--- src/rtl/fm_tile_loader_pkg.sv ---
// Shared widths and FSM encoding for the float16 feature-map tile loader.
package fm_tile_loader_pkg;

  localparam int unsigned DATA_WIDTH       = 16;
  localparam int unsigned PARA_X           = 3;
  localparam int unsigned PARA_Y           = 3;
  localparam int unsigned WRITE_ADDR_WIDTH = 3;

  localparam int unsigned TILE_WORDS     = PARA_X * PARA_Y;
  localparam int unsigned TILE_WIDTH     = TILE_WORDS * DATA_WIDTH;
  localparam int unsigned WORD_CNT_WIDTH = $clog2(TILE_WORDS);
  // One extra bit so a full 2^WRITE_ADDR_WIDTH tile count is representable.
  localparam int unsigned TILE_CNT_WIDTH = WRITE_ADDR_WIDTH + 1;

  typedef enum logic [1:0] {
    ST_IDLE  = 2'd0,
    ST_FILL  = 2'd1,
    ST_WRITE = 2'd2,
    ST_DONE  = 2'd3
  } state_e;

endpackage

--- src/rtl/fm_tile_shift_buffer.sv ---
// MSB-first word shift register; next_tile_c presents the buffer with din_i
// already shifted in, so the top can capture a full tile on the last accept.
module fm_tile_shift_buffer
  import fm_tile_loader_pkg::*;
(
  input  logic                  clk,
  input  logic                  rst,
  input  logic                  shift_en_i,
  input  logic [DATA_WIDTH-1:0] din_i,
  output logic [TILE_WIDTH-1:0] next_tile_c
);

  logic [TILE_WIDTH-1:0] buf_q;

  assign next_tile_c = {buf_q[TILE_WIDTH-DATA_WIDTH-1:0], din_i};

  always_ff @(posedge clk or posedge rst) begin
    if (rst) begin
      buf_q <= '0;
    end else if (shift_en_i) begin
      buf_q <= next_tile_c;
    end
  end

endmodule

--- src/rtl/fm_tile_loader.sv ---
// Packs a float16 valid/ready stream into PARA_X*PARA_Y-word tiles and writes
// each tile to the fm RAM with a one-cycle strobe; flags done after the last.
module fm_tile_loader
  import fm_tile_loader_pkg::*;
(
  input  logic                        clk,
  input  logic                        rst,
  input  logic                        start,
  input  logic [TILE_CNT_WIDTH-1:0]   tile_count,
  input  logic [DATA_WIDTH-1:0]       in_data,
  input  logic                        in_valid,
  output logic                        in_ready,
  output logic [TILE_WIDTH-1:0]       init_fm_data,
  output logic [WRITE_ADDR_WIDTH-1:0] write_fm_data_addr,
  output logic                        fm_write_en,
  output logic                        init_fm_data_done,
  output logic                        busy
);

  state_e                      state_q, state_d;
  logic [WORD_CNT_WIDTH-1:0]   word_cnt_q, word_cnt_d;
  logic [TILE_CNT_WIDTH-1:0]   tile_q, tile_d;
  logic [TILE_CNT_WIDTH-1:0]   count_q, count_d;
  logic [TILE_WIDTH-1:0]       data_q, data_d;
  logic [WRITE_ADDR_WIDTH-1:0] addr_q, addr_d;
  logic                        in_ready_q, fm_write_en_q, done_q, busy_q;

  logic                        accept;
  logic                        shift_en;
  logic [TILE_WIDTH-1:0]       next_tile_c;

  assign accept = in_valid & in_ready_q;

  fm_tile_shift_buffer u_shift_buffer (
    .clk         (clk),
    .rst         (rst),
    .shift_en_i  (shift_en),
    .din_i       (in_data),
    .next_tile_c (next_tile_c)
  );

  always_comb begin
    state_d    = state_q;
    word_cnt_d = word_cnt_q;
    tile_d     = tile_q;
    count_d    = count_q;
    data_d     = data_q;
    addr_d     = addr_q;
    shift_en   = 1'b0;

    case (state_q)
      ST_IDLE, ST_DONE: begin
        if (start) begin
          if (tile_count != '0) begin
            count_d    = tile_count;
            tile_d     = '0;
            word_cnt_d = '0;
            state_d    = ST_FILL;
          end else begin
            state_d = ST_DONE;
          end
        end
      end
      ST_FILL: begin
        if (accept) begin
          shift_en = 1'b1;
          if (word_cnt_q == WORD_CNT_WIDTH'(TILE_WORDS - 1)) begin
            data_d     = next_tile_c;
            addr_d     = tile_q[WRITE_ADDR_WIDTH-1:0];
            word_cnt_d = '0;
            state_d    = ST_WRITE;
          end else begin
            word_cnt_d = word_cnt_q + WORD_CNT_WIDTH'(1);
          end
        end
      end
      ST_WRITE: begin
        if (tile_q + TILE_CNT_WIDTH'(1) == count_q) begin
          state_d = ST_DONE;
        end else begin
          tile_d     = tile_q + TILE_CNT_WIDTH'(1);
          word_cnt_d = '0;
          state_d    = ST_FILL;
        end
      end
      default: state_d = ST_IDLE;
    endcase
  end

  // Status outputs are registered from the next state so they align with it.
  always_ff @(posedge clk or posedge rst) begin
    if (rst) begin
      state_q       <= ST_IDLE;
      word_cnt_q    <= '0;
      tile_q        <= '0;
      count_q       <= '0;
      data_q        <= '0;
      addr_q        <= '0;
      in_ready_q    <= 1'b0;
      fm_write_en_q <= 1'b0;
      done_q        <= 1'b0;
      busy_q        <= 1'b0;
    end else begin
      state_q       <= state_d;
      word_cnt_q    <= word_cnt_d;
      tile_q        <= tile_d;
      count_q       <= count_d;
      data_q        <= data_d;
      addr_q        <= addr_d;
      in_ready_q    <= (state_d == ST_FILL);
      fm_write_en_q <= (state_d == ST_WRITE);
      done_q        <= (state_d == ST_DONE);
      busy_q        <= (state_d == ST_FILL) || (state_d == ST_WRITE);
    end
  end

  assign in_ready           = in_ready_q;
  assign init_fm_data       = data_q;
  assign write_fm_data_addr = addr_q;
  assign fm_write_en        = fm_write_en_q;
  assign init_fm_data_done  = done_q;
  assign busy               = busy_q;

endmodule

--- config.mk ---
export PLATFORM = sky130hd
export DESIGN_NAME = fm_tile_loader
export DESIGN_NICKNAME = d
export VERILOG_FILES = /design/src/rtl/fm_tile_loader_pkg.sv /design/src/rtl/fm_tile_shift_buffer.sv /design/src/rtl/fm_tile_loader.sv
export SDC_FILE = /design/constraint.sdc
export NUM_CORES = 1
export LEC_CHECK = 0
export ABC_AREA = 1
export CAP_MARGIN = 20
export CORE_UTILIZATION = 58
export CTS_CLUSTER_SIZE = 30
export DETAILED_ROUTE_END_ITERATION = 10
export PLACE_DENSITY = 0.9
export SYNTH_ARGS = -nofsm -noshare
export SYNTH_HDL_FRONTEND = slang
export SYNTH_SLANG_ARGS = --single-unit
--- constraint.sdc ---
create_clock -name clk -period 27.2 [get_ports clk]
set_input_delay 5.44 -clock clk [delete_from_list [all_inputs] [get_ports clk]]
set_output_delay 5.44 -clock clk [all_outputs]
set_load 0.1 [all_outputs]
# Word level (Yosys, flattened, before mapping)
# Cells that the tools add are included.
# classes
n_addsub	2
eq_ne	12
muxes	16
bitwise_logic	1
reduce_logical	9
# ops
cell	n
two-way mux 4 bit	6
case mux 4 bit (3 select lines)	1
two-way mux 2 bit	5
adder 4 x 1 -> 4 bit (second input constant)	2
equality test 2 bit (second input constant)	4
inequality test 2 bit (second input constant)	4
case mux 4 bit (2 select lines)	1
AND reduction 4 bit	2
case mux 2 bit (3 select lines)	1
AND reduction 3 bit	2
equality test 2 x 1 -> 1 bit (second input constant)	2
equality test 4 bit	1
equality test 4 bit (second input constant)	1
nonzero test 4 bit	1
zero test 2 bit	1
two-way mux 1 bit	2
nonzero test 2 bit	1
OR reduction 2 bit	1
bitwise AND 1 bit	1
logical OR 1 bit	1
# word_totals
reg_bits	293
input_bits	24
output_inout_bits	151
elab_cells	51

# Logic depth before layout (Yosys ltp)
# depth
depth_word	6
depth_mapped	13
ltp_nobuf	12

# By module
# From an unflattened synthesis, not the netlist that was laid out.
# hier_totals
cells_unflattened	1012
area_unflattened_um2	12040.3
# modules_own_cells
mod	instances	cells_each	area_per_inst_um2	seq_area_each_um2
fm_tile_loader	1	454	6956.7	4129.0
fm_tile_shift_buffer	1	558	5083.6	3203.1

# Least setup slack after synthesis
# Ideal clock, no wire load.
# synth_timing
kind	input port to flip-flop
start	in in_valid
end	reg busy_q (netlist: busy)
setup_ns	0.113
t_arrival_ns	6.350
required_ns	27.087
slack_ns	20.737
path_stages	8
n_path_buf	0
path_cell_list	nand2_1 -> nor2_4 -> inv_2 -> nand3_1 -> a22oi_1 -> inv_1 -> ha_1 -> inv_1
# synth_via
elab_chain_len	5
word_cells_on_any_way	6
classes_between	2 x eq/ne; 2 x mux; 1 x bitwise; 1 x reduce/logical
# synth_lines
element	line_no	source
start, declared	fm_tile_loader.sv:11	input logic in_valid,
bitwise AND 1 bit (*)	fm_tile_loader.sv:32	assign accept = in_valid & in_ready_q;
two-way mux 2 bit (*)	fm_tile_loader.sv:65	if (accept) begin
case mux 2 bit (3 select lines) (*)	fm_tile_loader.sv:51	case (state_q)
via state_d[0]	fm_tile_loader.sv:20	state_e state_q, state_d;
equality test 2 x 1 -> 1 bit / equality test 2 bit (equally long branches)	fm_tile_loader.sv:113	busy_q <= (state_d == ST_FILL) || (state_d == ST_WRITE);
logical OR 1 bit (*)	fm_tile_loader.sv:113	
end signal, assigned	fm_tile_loader.sv:113	
end, declared	fm_tile_loader.sv:26	logic in_ready_q, fm_write_en_q, done_q, busy_q;
# The timed path passes the listed nets; every way through them passes the cells marked *.
# A chain may end at the register's enable or synchronous reset.

# Worst setup path after layout
# layout_timing
start	in in_valid
end	reg data_q[67] (netlist: init_fm_data[67])
# layout_via
elab_chain_len	2
# layout_lines
element	line_no	source
bitwise AND 1 bit	fm_tile_loader.sv:32	
AND reduction 3 bit (no source line)	n/a	
end signal, assigned	fm_tile_loader.sv:108	data_q <= data_d;
end, declared	fm_tile_loader.sv:24	logic [TILE_WIDTH-1:0] data_q, data_d;
# Every way passes these cells.

==> impl_metrics.ini <==
[die]
rows = 50
fp.dieW_um = 142
core_mm2 = 0.0190
ios = 175
dieArea_mm2 = 0.0203
initial_utilization_pct = 60.1
die_y_um = 142

[route]
num_vias = 8348
drt-total-wl_um = 25400
final_antenna_net_count = 0
avgViaCountPerCell = 5.27
drt-initial-drc-count = 548
post-route-drc-count = 0
dr.pass1.iters = 5
wl_per_cell_um = 16.1

[global_route]
grt_use_total_pct = 26.3
grt-ovfl-total = 0
gr-usage-met2_pct = 44.0
grt_start_max_net_pins = 172
grt_pass1_vias = 8190
gr-usage-met1_pct = 33.8
busiest_layer = met2
antenna_found_initial = 0
grt_pass1_wl_um = 41500
use_met3_pct = 5.38

[yosys]
synth_warnings = 0
synth_xor_area_share_pct = 0.153
synth_top_family_by_area = compound AO/OA/AOI/OAI gates
synth_area_mm2 = 0.0114
syn_nets = 1187
yosys.area_share.simple_pct = 12.1
muxShareOfSynthArea_pct = 0
synth_area_per_cell_um2 = 9.90
ys_ff_latch = 293
synth-adder-area-share_pct = 0.875
synth_compound_area_share_pct = 14.0
syn_inst = 1155
synth-seq-area-share_pct = 64.1
synth_cell_types = 26

[critical_path]
rr_worst_depth = 12
worst_setup_path_end_kind = register
crit_chain = clkdlybuf4s50_1, nand2_1, nor2_4, inv_2, nor2_4, inv_8, buf_4, nand2_1, o21ai_1
critPathMaxFanout = 171
critPathKind = primary input to register
max_stage_delay_ps = 930
cp_data_required_time_ps = 27640
arrival_ps = 8420
start_kind = primary input
reg2reg_to = init_fm_data[67]
r2r-start = word_cnt_q[0]
regToRegSetupSlack_ps = 23640
cp_slowest_cell = buf_4

[timing]
hold_viol_final = 0
max_freq_mhz = 125
rsz0062_at_grt = no
layout_worst_path_cycle_share_pct = 29.4
fin_ws_ps = 19210
whs_ps = 479
fin_skew_ps = 25.7
maxSlewHeadroom_pct = 25.5
setup_violations = 0
setup_tns_ps = 0
tightest_slew_ps = 1120
period_minus_slack_ps = 7990
finalMaxSlewViolations = 0

[outcome]
status = completed

[power_and_ir_drop]
ir_worst_vdd_v = 0.0000720
powerDensity_mw_per_mm2 = 112
p_leak_nw = 6.39

[clocking]
clk_pin_slew_ps = 60
post_cts_resized = 0
clock_path_buffers = 3
htreeDepth = 1
postCtsHoldBufs = 0
clock_latency_ps = 540
cts_buffers = 28
postCtsSetupBuffers = 0
clock-sinks = 293
root_buffer = clkbuf_16
cts_tree = done

[finish]
area_delta_synth_final_pct = 23.0
layout.nets = 1337
drive_gt1_share_pct = 7.79
layout.cells.non_filler = 1583
fill_cells = 1321
insertedDiodeCount = 0

[hold_path]
hold_path.class = register to register
min_from = u_shift_buffer.buf_q[36]
hold_depth = 2
min_to = u_shift_buffer.buf_q[52]

[placed_design]
place.gp.congestion = 0.869
portBuffers = 174
place_ws_ps = 18650
dp.cells = 1534
hpwl_um = 16700

[job]
max-cap-violations = 0
-- power breakdown --
part | internal, mW | switching, mW | total [mW]
registers | 0.556 | 0.0796 | 0.636
clock network | 0.221 | 0.157 | 0.378
logic | 0.129 | 0.429 | 0.558
-- cell type report --
type,count,area (um2),share of cell area [%]
Clock buffer,39,833,5.92
Clock inverter,9,70.1,0.498
Inverter,152,586,4.16
Multi-Input combinational cell,650,3110,22.1
Sequential cell,293,7330,52.1
Tap cell,260,325,2.31
Timing Repair Buffer,180,1810,12.8
-- routing by layer --
metal / up-vias / part of all wire, % / routed length [um]
met5: - / 0 / 0
met4: 0 / 3.5 / 880
met3: 57 / 7.1 / 1810
met2: 289 / 50 / 12700
met1: 4064 / 40 / 10100
li1: 3938 / - / -
-- cell usage after synthesis --
cell / number / share of area (%)
nand3b_1: 1 / 0.066
inv_1: 149 / 4.9
or2_2: 1 / 0.055
o21ai_1: 91 / 4.0
a21oi_1: 3 / 0.13
o21a_1: 1 / 0.066
nor2_4: 2 / 0.20
xnor2_1: 1 / 0.077
nand2_1: 320 / 11
dfrtp_1: 293 / 64
nand3_1: 13 / 0.57
xor2_1: 1 / 0.077
nand4_1: 7 / 0.38
buf_6: 24 / 2.4
a21boi_0: 1 / 0.066
clkbuf_1: 16 / 0.53
buf_2: 19 / 0.83
nor2_2: 1 / 0.055
nor2_1: 8 / 0.26
o21ai_2: 43 / 3.3
ha_1: 8 / 0.88
a22oi_1: 1 / 0.066
nor3_1: 1 / 0.044
inv_2: 3 / 0.098
clkbuf_2: 1 / 0.044
o21ai_0: 146 / 6.4
-- flip-flops by register name, summed over array words and instances, names as in the netlist --
signal	count
busy	1
count_q	4
fm_write_en	1
in_ready	1
init_fm_data	144
init_fm_data_done	1
state_q	2
tile_q	4
u_shift_buffer.buf_q	128
word_cnt_q	4
write_fm_data_addr	3
-- worst max path at each step --
stage | end | cells after the start | slack, ps | start
2_1_floorplan | busy | 1 | 13670 | rst
3_3_place_gp | init_fm_data[109] | 4 | 18690 | rst
3_5_place_dp | init_fm_data[63] | 4 | 18650 | rst
4_1_cts | init_fm_data[110] | 4 | 19210 | rst
5_1_grt | u_shift_buffer.buf_q[91] | 4 | 18760 | rst
6_report | init_fm_data[67] | 9 | 19210 | in_valid
-- through the flow --
stage | area, um2 | power, mW | utilization (%)
3_3_place_gp | 13100 | 1.17 | 69.1
2_1_floorplan | 11400 | 1.04 | -
4_1_cts | 14000 | 1.58 | 73.8
3_5_place_dp | 13100 | 1.19 | 69.1
6_report | 14100 | 1.57 | 74.0
5_1_grt | 14100 | 1.65 | 74.0
-- kinds of logic after synthesis --
kind of cell / Yosys count
AND/OR/NAND/NOR: 354
flip-flops: 293
AO/OA/AOI/OAI: 286
buffers and inverters: 212
adder cells (fa/ha/maj): 8
XOR/XNOR: 2
-- worst max-delay path, delay by kind of cell --
family,cells,cell delay (ps)
AND/OR/NAND/NOR,4,510
AO/OA/AOI/OAI,1,200
buffers and inverters,4,1980
-- cell usage in the layout (no fill, tap or decap), types with 8 or more instances in the layout --
| master | n |
|---|---|
| o21ai_0 | 146 |
| ha_1 | 8 |
| inv_1 | 148 |
| o21ai_1 | 91 |
| o21ai_2 | 43 |
| dfrtp_1 | 293 |
| clkinv_2 | 8 |
| nand3_1 | 13 |
| clkbuf_16 | 29 |
| clkdlybuf4s50_1 | 174 |
| nand2_1 | 320 |
Power figures use the tool's default switching activity.
